**src/rtl/vec_exec_pipe.sv**
```systemverilog
// vec_exec_pipe
// -------------
// Two-stage matrix execute pipeline with NREGS matrix registers, each made of
// LANES rows of ELEMS elements, ELEM_W bits per element. The first stage (S1)
// reads operands and forwards the S2 result. The second stage (S2) registers
// the ALU result, which is written to the register file on the following edge.
// The block also holds a saturating loop counter and a back-pressured matrix
// store port.
//
// Matrix layout: lane (row) 0 is in the MSBs. Within each row, element 0 is in
// the MSBs.
//
// Ports:
//   clk        rising-edge clock
//   rst        asynchronous reset, active low
//   in_valid   instruction offered
//   in_ready   instruction accepted on in_valid && in_ready at the clock edge
//   in_op      opcode
//   in_rd      destination register
//   in_rs1     source register 1
//   in_rs2     source register 2
//   in_col     ROTL rotate amount
//   in_imm     LDCNT load value
//   in_data    LOAD matrix
//   out_valid  store data valid
//   out_ready  store data consumed on out_valid && out_ready at the clock edge
//   out_matrix stored matrix
//   cnt_zero   registered flag, set when the counter is zero
//   busy       set when either pipeline stage holds an instruction
module vec_exec_pipe #(
    parameter int LANES  = 4,
    parameter int ELEMS  = 4,
    parameter int ELEM_W = 8,
    parameter int NREGS  = 4,
    parameter int CNT_W  = 16,
    localparam int ROW_W = ELEMS * ELEM_W,
    localparam int MAT_W = LANES * ROW_W,
    localparam int RA_W  = (NREGS > 1) ? $clog2(NREGS) : 1,
    localparam int COL_W = (ELEMS > 1) ? $clog2(ELEMS) : 1
) (
    input  logic             clk,
    input  logic             rst,
    input  logic             in_valid,
    output logic             in_ready,
    input  logic [3:0]       in_op,
    input  logic [RA_W-1:0]  in_rd,
    input  logic [RA_W-1:0]  in_rs1,
    input  logic [RA_W-1:0]  in_rs2,
    input  logic [COL_W-1:0] in_col,
    input  logic [CNT_W-1:0] in_imm,
    input  logic [MAT_W-1:0] in_data,
    output logic             out_valid,
    input  logic             out_ready,
    output logic [MAT_W-1:0] out_matrix,
    output logic             cnt_zero,
    output logic             busy
);

    typedef enum logic [3:0] {
        OP_NOP    = 4'd0,
        OP_XOR    = 4'd1,
        OP_ADD    = 4'd2,
        OP_SUB    = 4'd3,
        OP_ROTL   = 4'd4,
        OP_TRANS  = 4'd5,
        OP_LDCNT  = 4'd6,
        OP_DECCNT = 4'd7,
        OP_STORE  = 4'd8,
        OP_LOAD   = 4'd9
    } op_t;

    // Bit offset of element (row, col) inside a packed matrix.
    function automatic int elem_lsb(int row, int col);
        return MAT_W - (row * ELEMS + col + 1) * ELEM_W;
    endfunction

    logic             s1_valid;
    logic [3:0]       s1_op;
    logic [RA_W-1:0]  s1_rd;
    logic [RA_W-1:0]  s1_rs1;
    logic [RA_W-1:0]  s1_rs2;
    logic [COL_W-1:0] s1_col;
    logic [CNT_W-1:0] s1_imm;
    logic [MAT_W-1:0] s1_data;

    logic             s2_valid;
    logic             s2_wr;
    logic [RA_W-1:0]  s2_rd;
    logic [MAT_W-1:0] s2_result;

    logic [MAT_W-1:0] regs [NREGS];
    logic [CNT_W-1:0] count;

    logic [MAT_W-1:0] op_a;
    logic [MAT_W-1:0] op_b;
    logic [MAT_W-1:0] alu_result;
    logic [MAT_W-1:0] trans_result;
    logic             s1_writes;
    logic             stall;
    logic             s1_fire;
    logic [CNT_W-1:0] cnt_next;
    logic             cnt_load;

    // A STORE cannot leave S1 while the previous store is still waiting on the
    // output port. Only that case holds the front of the pipe.
    assign stall    = out_valid && !out_ready && s1_valid && (s1_op == OP_STORE);
    assign in_ready = !stall;
    assign s1_fire  = s1_valid && !stall;
    assign busy     = s1_valid | s2_valid;

    // Read the operands. S2 is always the youngest pending write, so its
    // result takes priority over the register file.
    // Register indices at or above NREGS read as zero.
    always_comb begin
        op_a = '0;
        op_b = '0;
        for (int r = 0; r < NREGS; r++) begin
            if (s1_rs1 == RA_W'(r)) op_a = regs[r];
            if (s1_rs2 == RA_W'(r)) op_b = regs[r];
        end
        if (s2_valid && s2_wr && (s2_rd == s1_rs1)) op_a = s2_result;
        if (s2_valid && s2_wr && (s2_rd == s1_rs2)) op_b = s2_result;
    end

    // A true transpose only exists for square matrices.
    // Otherwise TRANS passes rs1 through unchanged.
    if (LANES == ELEMS) begin : g_trans
        always_comb begin
            trans_result = '0;
            for (int i = 0; i < LANES; i++)
                for (int j = 0; j < ELEMS; j++)
                    trans_result[elem_lsb(i, j) +: ELEM_W] = op_a[elem_lsb(j, i) +: ELEM_W];
        end
    end else begin : g_copy
        assign trans_result = op_a;
    end

    // Element-wise ALU.
    // Element order does not matter for ADD and SUB, so they walk the flat
    // element index.
    always_comb begin
        alu_result = '0;
        s1_writes  = 1'b0;
        case (s1_op)
            OP_XOR: begin
                alu_result = op_a ^ op_b;
                s1_writes  = 1'b1;
            end
            OP_ADD: begin
                for (int e = 0; e < LANES * ELEMS; e++)
                    alu_result[e*ELEM_W +: ELEM_W] = op_a[e*ELEM_W +: ELEM_W] + op_b[e*ELEM_W +: ELEM_W];
                s1_writes = 1'b1;
            end
            OP_SUB: begin
                for (int e = 0; e < LANES * ELEMS; e++)
                    alu_result[e*ELEM_W +: ELEM_W] = op_a[e*ELEM_W +: ELEM_W] - op_b[e*ELEM_W +: ELEM_W];
                s1_writes = 1'b1;
            end
            OP_ROTL: begin
                for (int i = 0; i < LANES; i++)
                    for (int j = 0; j < ELEMS; j++)
                        alu_result[elem_lsb(i, j) +: ELEM_W] =
                            op_a[elem_lsb(i, (j + int'(s1_col)) % ELEMS) +: ELEM_W];
                s1_writes = 1'b1;
            end
            OP_TRANS: begin
                alu_result = trans_result;
                s1_writes  = 1'b1;
            end
            OP_LOAD: begin
                alu_result = s1_data;
                s1_writes  = 1'b1;
            end
            default: begin
                alu_result = '0;
                s1_writes  = 1'b0;
            end
        endcase
    end

    // Next counter value: a load, or a decrement that saturates at zero.
    always_comb begin
        cnt_next = count;
        cnt_load = 1'b0;
        if (s1_fire && (s1_op == OP_LDCNT)) begin
            cnt_next = s1_imm;
            cnt_load = 1'b1;
        end else if (s1_fire && (s1_op == OP_DECCNT)) begin
            cnt_next = (count == '0) ? '0 : count - CNT_W'(1);
            cnt_load = 1'b1;
        end
    end

    // Stage 1 register. It holds its contents while stalled.
    always_ff @(posedge clk or negedge rst) begin
        if (!rst) begin
            s1_valid <= 1'b0;
            s1_op    <= '0;
            s1_rd    <= '0;
            s1_rs1   <= '0;
            s1_rs2   <= '0;
            s1_col   <= '0;
            s1_imm   <= '0;
            s1_data  <= '0;
        end else if (!stall) begin
            s1_valid <= in_valid;
            if (in_valid) begin
                s1_op   <= in_op;
                s1_rd   <= in_rd;
                s1_rs1  <= in_rs1;
                s1_rs2  <= in_rs2;
                s1_col  <= in_col;
                s1_imm  <= in_imm;
                s1_data <= in_data;
            end
        end
    end

    // Stage 2 register. A stall sends a bubble into S2 while the older
    // instruction already in S2 still retires.
    always_ff @(posedge clk or negedge rst) begin
        if (!rst) begin
            s2_valid  <= 1'b0;
            s2_wr     <= 1'b0;
            s2_rd     <= '0;
            s2_result <= '0;
        end else if (stall) begin
            s2_valid <= 1'b0;
        end else begin
            s2_valid  <= s1_valid;
            s2_wr     <= s1_valid && s1_writes;
            s2_rd     <= s1_rd;
            s2_result <= alu_result;
        end
    end

    // Register file write-back from S2.
    always_ff @(posedge clk or negedge rst) begin
        if (!rst) begin
            for (int r = 0; r < NREGS; r++) regs[r] <= '0;
        end else begin
            for (int r = 0; r < NREGS; r++)
                if (s2_valid && s2_wr && (s2_rd == RA_W'(r))) regs[r] <= s2_result;
        end
    end

    // Loop counter and its registered zero flag.
    always_ff @(posedge clk or negedge rst) begin
        if (!rst) begin
            count    <= '0;
            cnt_zero <= 1'b1;
        end else if (cnt_load) begin
            count    <= cnt_next;
            cnt_zero <= (cnt_next == '0);
        end
    end

    // Store port. A STORE arriving on the same edge as a handshake replaces
    // the data without dropping out_valid.
    always_ff @(posedge clk or negedge rst) begin
        if (!rst) begin
            out_valid  <= 1'b0;
            out_matrix <= '0;
        end else if (s1_fire && (s1_op == OP_STORE)) begin
            out_valid  <= 1'b1;
            out_matrix <= op_a;
        end else if (out_valid && out_ready) begin
            out_valid <= 1'b0;
        end
    end

endmodule

```
**config.mk**
```make
export PLATFORM = sky130hd
export DESIGN_NAME = vec_exec_pipe
export DESIGN_NICKNAME = d
export VERILOG_FILES = /design/src/rtl/vec_exec_pipe.sv
export SDC_FILE = /design/constraint.sdc
export NUM_CORES = 2
export LEC_CHECK = 0
export ABC_AREA = 1
export ABC_CLOCK_PERIOD_IN_PS = 3260
export CAP_MARGIN = 10
export CELL_PAD_IN_SITES_DETAIL_PLACEMENT = 1
export CELL_PAD_IN_SITES_GLOBAL_PLACEMENT = 1
export CORE_MARGIN = 3
export CORE_UTILIZATION = 40
export DETAILED_ROUTE_END_ITERATION = 10
export PLACE_DENSITY = 0.83
export RECOVER_POWER = 100
export REMOVE_ABC_BUFFERS = 1
export SLEW_MARGIN = 30
export SYNTH_ARGS = -nofsm -noshare
export SYNTH_HDL_FRONTEND = slang
export SYNTH_SLANG_ARGS = --single-unit
export TNS_END_PERCENT = 20
```
**constraint.sdc**
```tcl
create_clock -name clk -period 3.26 [get_ports clk]
set_input_delay 0.326 -clock clk [delete_from_list [all_inputs] [get_ports clk]]
set_output_delay 0.326 -clock clk [all_outputs]
set_load 0.02 [all_outputs]
```
* After elaboration in Yosys (flattened, before gate mapping) *
Cells that the tools add are included.

word-level totals
  register bits after elaboration = 947
  latch bits = 0
  RAM bits = 0
  memory bits (read-only) = 0
  bits of input ports = 160
  word-level logic and storage cells = 190
  memories = 0

operators by class
  $add $sub $neg = 79
  multipliers = 0
  divide/modulo/power cells = 0
  $lt $le $gt $ge = 0
  equality and inequality tests = 20
  shift-type cells = 16
  multiplexer cells = 20
  bitwise gates (word level) = 6
  reductions and logical operators = 29

operators with widths
  cell                   number
  $mux 128               10
  $shiftx 128x10->8      8
  $pmux 128 s6           1
  $shiftx 128x11->8      6
  $add 8x8->8            16
  $shiftx 128x32->8      1
  $shiftx 128x9->8       1
  $sub 8x8->8            16
  $xor 128x128->128      1
  $sub 9x10->11 const A  6
  $mux 16                3
  $add 6x2->7 const B    6
  $add 5x3->6 const A    6
  $logic_not 16->1       2
  $sub 9x32->32 const A  1
  $sub 9x7->10 const A   3
  $sub 9x9->10 const A   3
  $sub 8x9->10 const A   2
  $add 5x2->6 const B    3
  $eq 4x3->1 const B     4
  $logic_and 1x1->1      16
  $sub 16x1->16 const B  1
  $add 4x3->5 const A    3
  $add 3x2->4 const B    3
  other kinds (23)       48

* Longest topological paths before layout *
  depth after elaboration = 10
  mapped depth = 27
  mapped depth without buffers = 26

* Worst setup path after synthesis *
OpenSTA, ideal clock, no wires.

  path kind = register to register
  start point = register s1_rs2[0]
  end point = register s2_result[14]
  setup time = 0.134 ns
  data arrival time = 3.264 ns
  required time = 3.126 ns
  path slack = -0.138 ns
  cell stages (with the launch flop) = 23
  buffers on the path = 3
  period minus slack after synthesis = 3.398 ns
  path through = dfrtp_1 buf_6 a21oi_2 nand3_4 buf_6 buf_2 o21ai_0 inv_1 ha_1 nor2_1 xnor2_1 inv_1 ha_1 nand2_1 a21oi_1 or2_2 nand2_1 nand2_1 a21oi_1 xor2_1 nor2_1 nor2_1 o211ai_1

on the way
  cells in the longest elaborated chain, start to end = 8
  elaborated cells between the ends (all ways) = 15
  those cells by class = add/sub: 2; eq/ne: 4; mux: 6; bitwise: 1; reduce/logical: 2

ends and longest elaborated chain
  item                                 line  RTL
  from (decl)                          81    logic [RA_W-1:0] s1_rs2;
  from (signal assigned)               211   s1_rs2 <= in_rs2;
  $logic_not 2->1                      119   if (s1_rs2 == RA_W'(r)) op_b = regs[r];
  $mux 128 (4 in series)               119
  $mux 128 (*)                         122   if (s2_valid && s2_wr && (s2_rd == s1_rs2)) op_b = s2_result;
  $sub 8x8->8 (tied with other cells)  156   alu_result[e*ELEM_W +: ELEM_W] = op_a[e*ELEM_W +: ELEM_W] - op_b[e*ELEM_W +: ELEM_W];
  $pmux 128 s6 (*)                     144   case (s1_op)
  to (signal assigned)                 233   s2_result <= alu_result;
  to (decl)                            89    logic [MAT_W-1:0] s2_result;

Every way passes the cells marked *; elsewhere a longest branch is shown, timed or not.
A chain may end at the register's enable or synchronous reset.

* Final worst setup path *
  start point = register s1_rs2[0]
  end point = register s2_result[53]

The elaborated chain is that of the path after synthesis.

==> results.sh <==
export IMPL_status="complete, but fails checks"
export IMPL_violations_in_the_final_reports="max-capacitance violations, max-slew violations, negative setup slack"
export IMPL_skew_final_ns=0.0542
export IMPL_min_path_type="input port to register"
export IMPL_route_detailed_wl_per_inst_um=28.7
export IMPL_detail_route_first_pass_iterations=6
export IMPL_timing_final_max_slew_violations=1207
export IMPL_ys_warnings_count=0
export IMPL_clkSinkCount=947
export IMPL_first_global_vias=71400
export IMPL_grt_overflow_total=0
export IMPL_internal_power_mw=32.8
export IMPL_vias=71300
export IMPL_cts_buffers=112
export IMPL_max_slew_margin_rel_pct=-40.9
export IMPL_number_of_setup_violations_in_the_final_report=144
export IMPL_async_flop_share_pct=100
export IMPL_die_width_um=391
export IMPL_cts_path_max_buffers=3
export IMPL_post_synth_top_area_fraction_pct=39.8
export IMPL_critical_path_max_stage_delay_ns=0.51
export IMPL_critical_path_peak_fanout=8
export IMPL_hold_viol_final=0
export IMPL_clk_latency_ns=0.82
export IMPL_r2r_depth=23
export IMPL_initial_antenna_violation_count=40
export IMPL_initial_utilization_pct=40.5
export IMPL_clkPwrFrac_pct=24.5
export IMPL_tritoncts="done"
export IMPL_cts_root_buffer="sky130_fd_sc_hd__clkbuf_16"
export IMPL_power_leakage_nw=37.1
export IMPL_ys_types=68
export IMPL_p_comb_share_pct=45.7
export IMPL_power_density_cell_area_nw_per_um2=721
export IMPL_setup_repair_after_global_routing_missed_its_margin="true"
export IMPL_worst_setup_hold_path_clk_slew_ns=0.07
export IMPL_htreeDepth=3
export IMPL_finished_core_util_pct=53.7
export IMPL_synthToLayoutAreaGrowth_pct=32.6
export IMPL_worstSetupStartpoint="s1_rs2[0]$_DFFE_PN0P_"
export IMPL_grt_first_pass_wirelength_um=447000
export IMPL_post_synth_top_area_cell="sky130_fd_sc_hd__dfrtp_1"
export IMPL_reg2reg_capture_point="s2_result[53]$_DFFE_PN0N_"
export IMPL_postSynthRegisterBits=947
export IMPL_setup_reg_to_reg_worst_slack_ns=-0.87
export IMPL_pin_count=292
export IMPL_chipHeight_um=391
export IMPL_critPathCapture="s2_result[53]$_DFFE_PN0N_"
export IMPL_ys_top_cells_by_area="sky130_fd_sc_hd__dfrtp_1, sky130_fd_sc_hd__nand2_1, sky130_fd_sc_hd__o21ai_0, sky130_fd_sc_hd__nand3_1, sky130_fd_sc_hd__inv_1"
export IMPL_setup_tns_final_ns=-47.59
export IMPL_critical_path_s_slowest_cell="sky130_fd_sc_hd__dfrtp_2"
export IMPL_placeableCoreArea_sq_um=147000
export IMPL_fp_dieArea_sq_um=153000
export IMPL_track_usage_pct=38.5
export IMPL_finalWorstSetupSlack_ns=-0.867
export IMPL_synth_enable_flop_cells=0
export IMPL_finalWirelength_um=326000
export IMPL_finalWorstPathRequiredPeriod_ns=4.13
export IMPL_max_clock_freq_ghz=0.242
export IMPL_cells_along_the_critical_path="buf_6 -> nor2_4 -> inv_2 -> buf_4 -> o21ai_2 -> a21oi_2 -> a31oi_1 -> buf_4 -> inv_4 -> ha_4 -> buf_6 -> nor2_4 -> xor2_1 -> ha_1 -> a21oi_2 -> nand2_2 -> nand2_2 -> nand2_2 -> a21oi_2 -> xor2_1 -> nor2_1 -> a21oi_1 -> nand4_1"
export IMPL_synth_avg_cell_area_sq_um=7.10
export IMPL_post_synth_inst_count=8367
export IMPL_vdd_drop_max_uv=467
export IMPL_start_kind="register"
export IMPL_ant_nets=0
export IMPL_reg2reg_from="s1_rs2[0]$_DFFE_PN0P_"
export IMPL_finalNetCount=9665
export IMPL_whs_ns=0.104
export IMPL_cp_capture_type="register"
export IMPL_fillers=18000
export IMPL_max_slew_worst_pin_slew_ns=2.11
export IMPL_dominantRegCellSynth="sky130_fd_sc_hd__dfrtp_1"
export IMPL_swShare_pct=42.2
export IMPL_drive_above_1_share_pct=21.1
export IMPL_place_port_buffers=291
export IMPL_fin_total_pwr_mw=56.8
export IMPL_worst_endpoint_arrival_ns=4.77
export IMPL_power_switching_mw=24.0
export IMPL_placement_rows=140
export IMPL_synth_area_sq_um=59400
export IMPL_drtIter0Drc=8696
export IMPL_final_period_utilization_pct=127
export IMPL_grt_start_max_net_pins=141
export IMPL_criticalPathCategory="register to register"
export IMPL_synthTopCellsByCount="sky130_fd_sc_hd__nand2_1, sky130_fd_sc_hd__o21ai_0, sky130_fd_sc_hd__dfrtp_1, sky130_fd_sc_hd__inv_1, sky130_fd_sc_hd__nand3_1"
export IMPL_drv_max_cap_violation_count=12
export IMPL_crit_required_ns=3.90
export IMPL_drt_drc_violations_left=0
export IMPL_globalplace_congestion=0.987
export IMPL_detailedPlacementHpwl_um=210000
export IMPL_synth_most_common_cell="sky130_fd_sc_hd__nand2_1"
export IMPL_synth_seq_area_share_pct=39.9
export IMPL_detail_route_vias_per_cell=6.26
export IMPL_seqPwrFrac_pct=29.8
power groups by stage:
| stage | Clock [mW] | Sequential, mW | Combinational, mW |
|---|---|---|---|
| final | 13.9 | 16.9 | 26.0 |
| after global routing | 14.4 | 17.1 | 27.7 |
| after CTS | 13.9 | 16.6 | 23.1 |
| after detailed placement | 0 | 16.8 | 21.7 |
| after global placement | 0 | 16.6 | 20.8 |
| after floorplan | 0 | 16.8 | 11.0 |
flip-flops by register name, summed over array words and instances (netlist names), 4 cells and up:
register    cells
out_matrix    128
s1_data       128
regs          512
count          16
s1_op           4
s1_imm         16
s2_result     128
critical path: cells and delay by family, from the launching register on:
| family | cells | cell delay, ns |
|---|---|---|
| compound gates | 6 | 0.98 |
| buf+inv | 6 | 0.82 |
| simple gates | 7 | 0.74 |
| flops | 1 | 0.51 |
| fa+ha+maj | 2 | 0.49 |
| xor+xnor | 2 | 0.40 |
final cells by class:
| cell class | instances | area, sq um | share of cell area [%] |
|---|---|---|---|
| Multi-Input combinational cell | 6162 | 33200 | 42.1 |
| Clock buffer | 158 | 3280 | 4.16 |
| Timing Repair Buffer | 1362 | 12600 | 16.0 |
| Antenna cell | 25 | 62.6 | 0.0794 |
| Tap cell | 1917 | 2400 | 3.04 |
| Sequential cell | 947 | 23700 | 30.1 |
| Clock inverter | 48 | 686 | 0.870 |
| Inverter | 766 | 2920 | 3.71 |
logic make-up (layout without fill, tap and decap cells):
family	after synthesis	after routing	synth area share, %
buf+inv	1258	2334	8.44
flops	947	947	39.9
other cells	0	25	0
xor+xnor	108	108	1.59
mux	104	104	1.97
fa+ha+maj	154	154	3.44
compound gates	1936	1936	18.0
simple gates	3860	3860	26.7
per-layer routing:
layer	GRT usage, %	part of all wire [%]	vias up
met3	9.19	11	1822
met4	27.3	9.4	34
met5	0	0.090	-
met1	47.6	36	34900
li1	-	-	29600
met2	59.1	43	4956
per-stage QoR:
stage | cells | setup slack [ns] | cell area (sq um)
6_report | 11400 | -0.867 | 78800
5_1_grt | 11400 | -0.904 | 78800
4_1_cts | 11300 | -0.498 | 76600
3_5_place_dp | 11000 | -0.683 | 70800
3_3_place_gp | 11000 | -0.590 | 70800
2_1_floorplan | 7875 | -9.20 | 57300
worst min-delay path by stage:
stage / from / to / slack [ns] / cells after the start
after detailed placement: rst / out_matrix[1]$_DFFE_PN0P_ / 0.33 / 1
after floorplan: rst / count[0]$_DFFE_PN0P_ / 0.03 / 0
final: in_data[25] / s1_data[25]$_DFFE_PN0P_ / 0.10 / 3
after global routing: in_data[40] / s1_data[40]$_DFFE_PN0P_ / 0.12 / 3
after CTS: in_data[96] / s1_data[96]$_DFFE_PN0P_ / 0.1 / 3
after global placement: rst / out_matrix[1]$_DFFE_PN0P_ / 0.33 / 1
placed cells by master, fill, tap and decap left out, drive strengths merged, types with 38 or more instances in the layout:
cell type,n
mux2,102
nand3,719
o21ai,1224
inv,767
xor2,88
nand3b,38
nor2,501
buf,1030
a21oi,418
nand2,2500
o22ai,51
ha,138
nand4,69
a22oi,47
clkbuf,197
o211ai,72
clkdlybuf4s50,261
dfrtp,946
timing repair:
action,4_1_cts,5_1_grt
endpoints found under the setup margin,104,108
pin swaps,126,208
buffers inserted,56,75
hold endpoints to repair,48,0
hold buffers,1,0
gates resized for setup,378,421
gates cloned,4,11
Power figures use the tool's default switching activity.
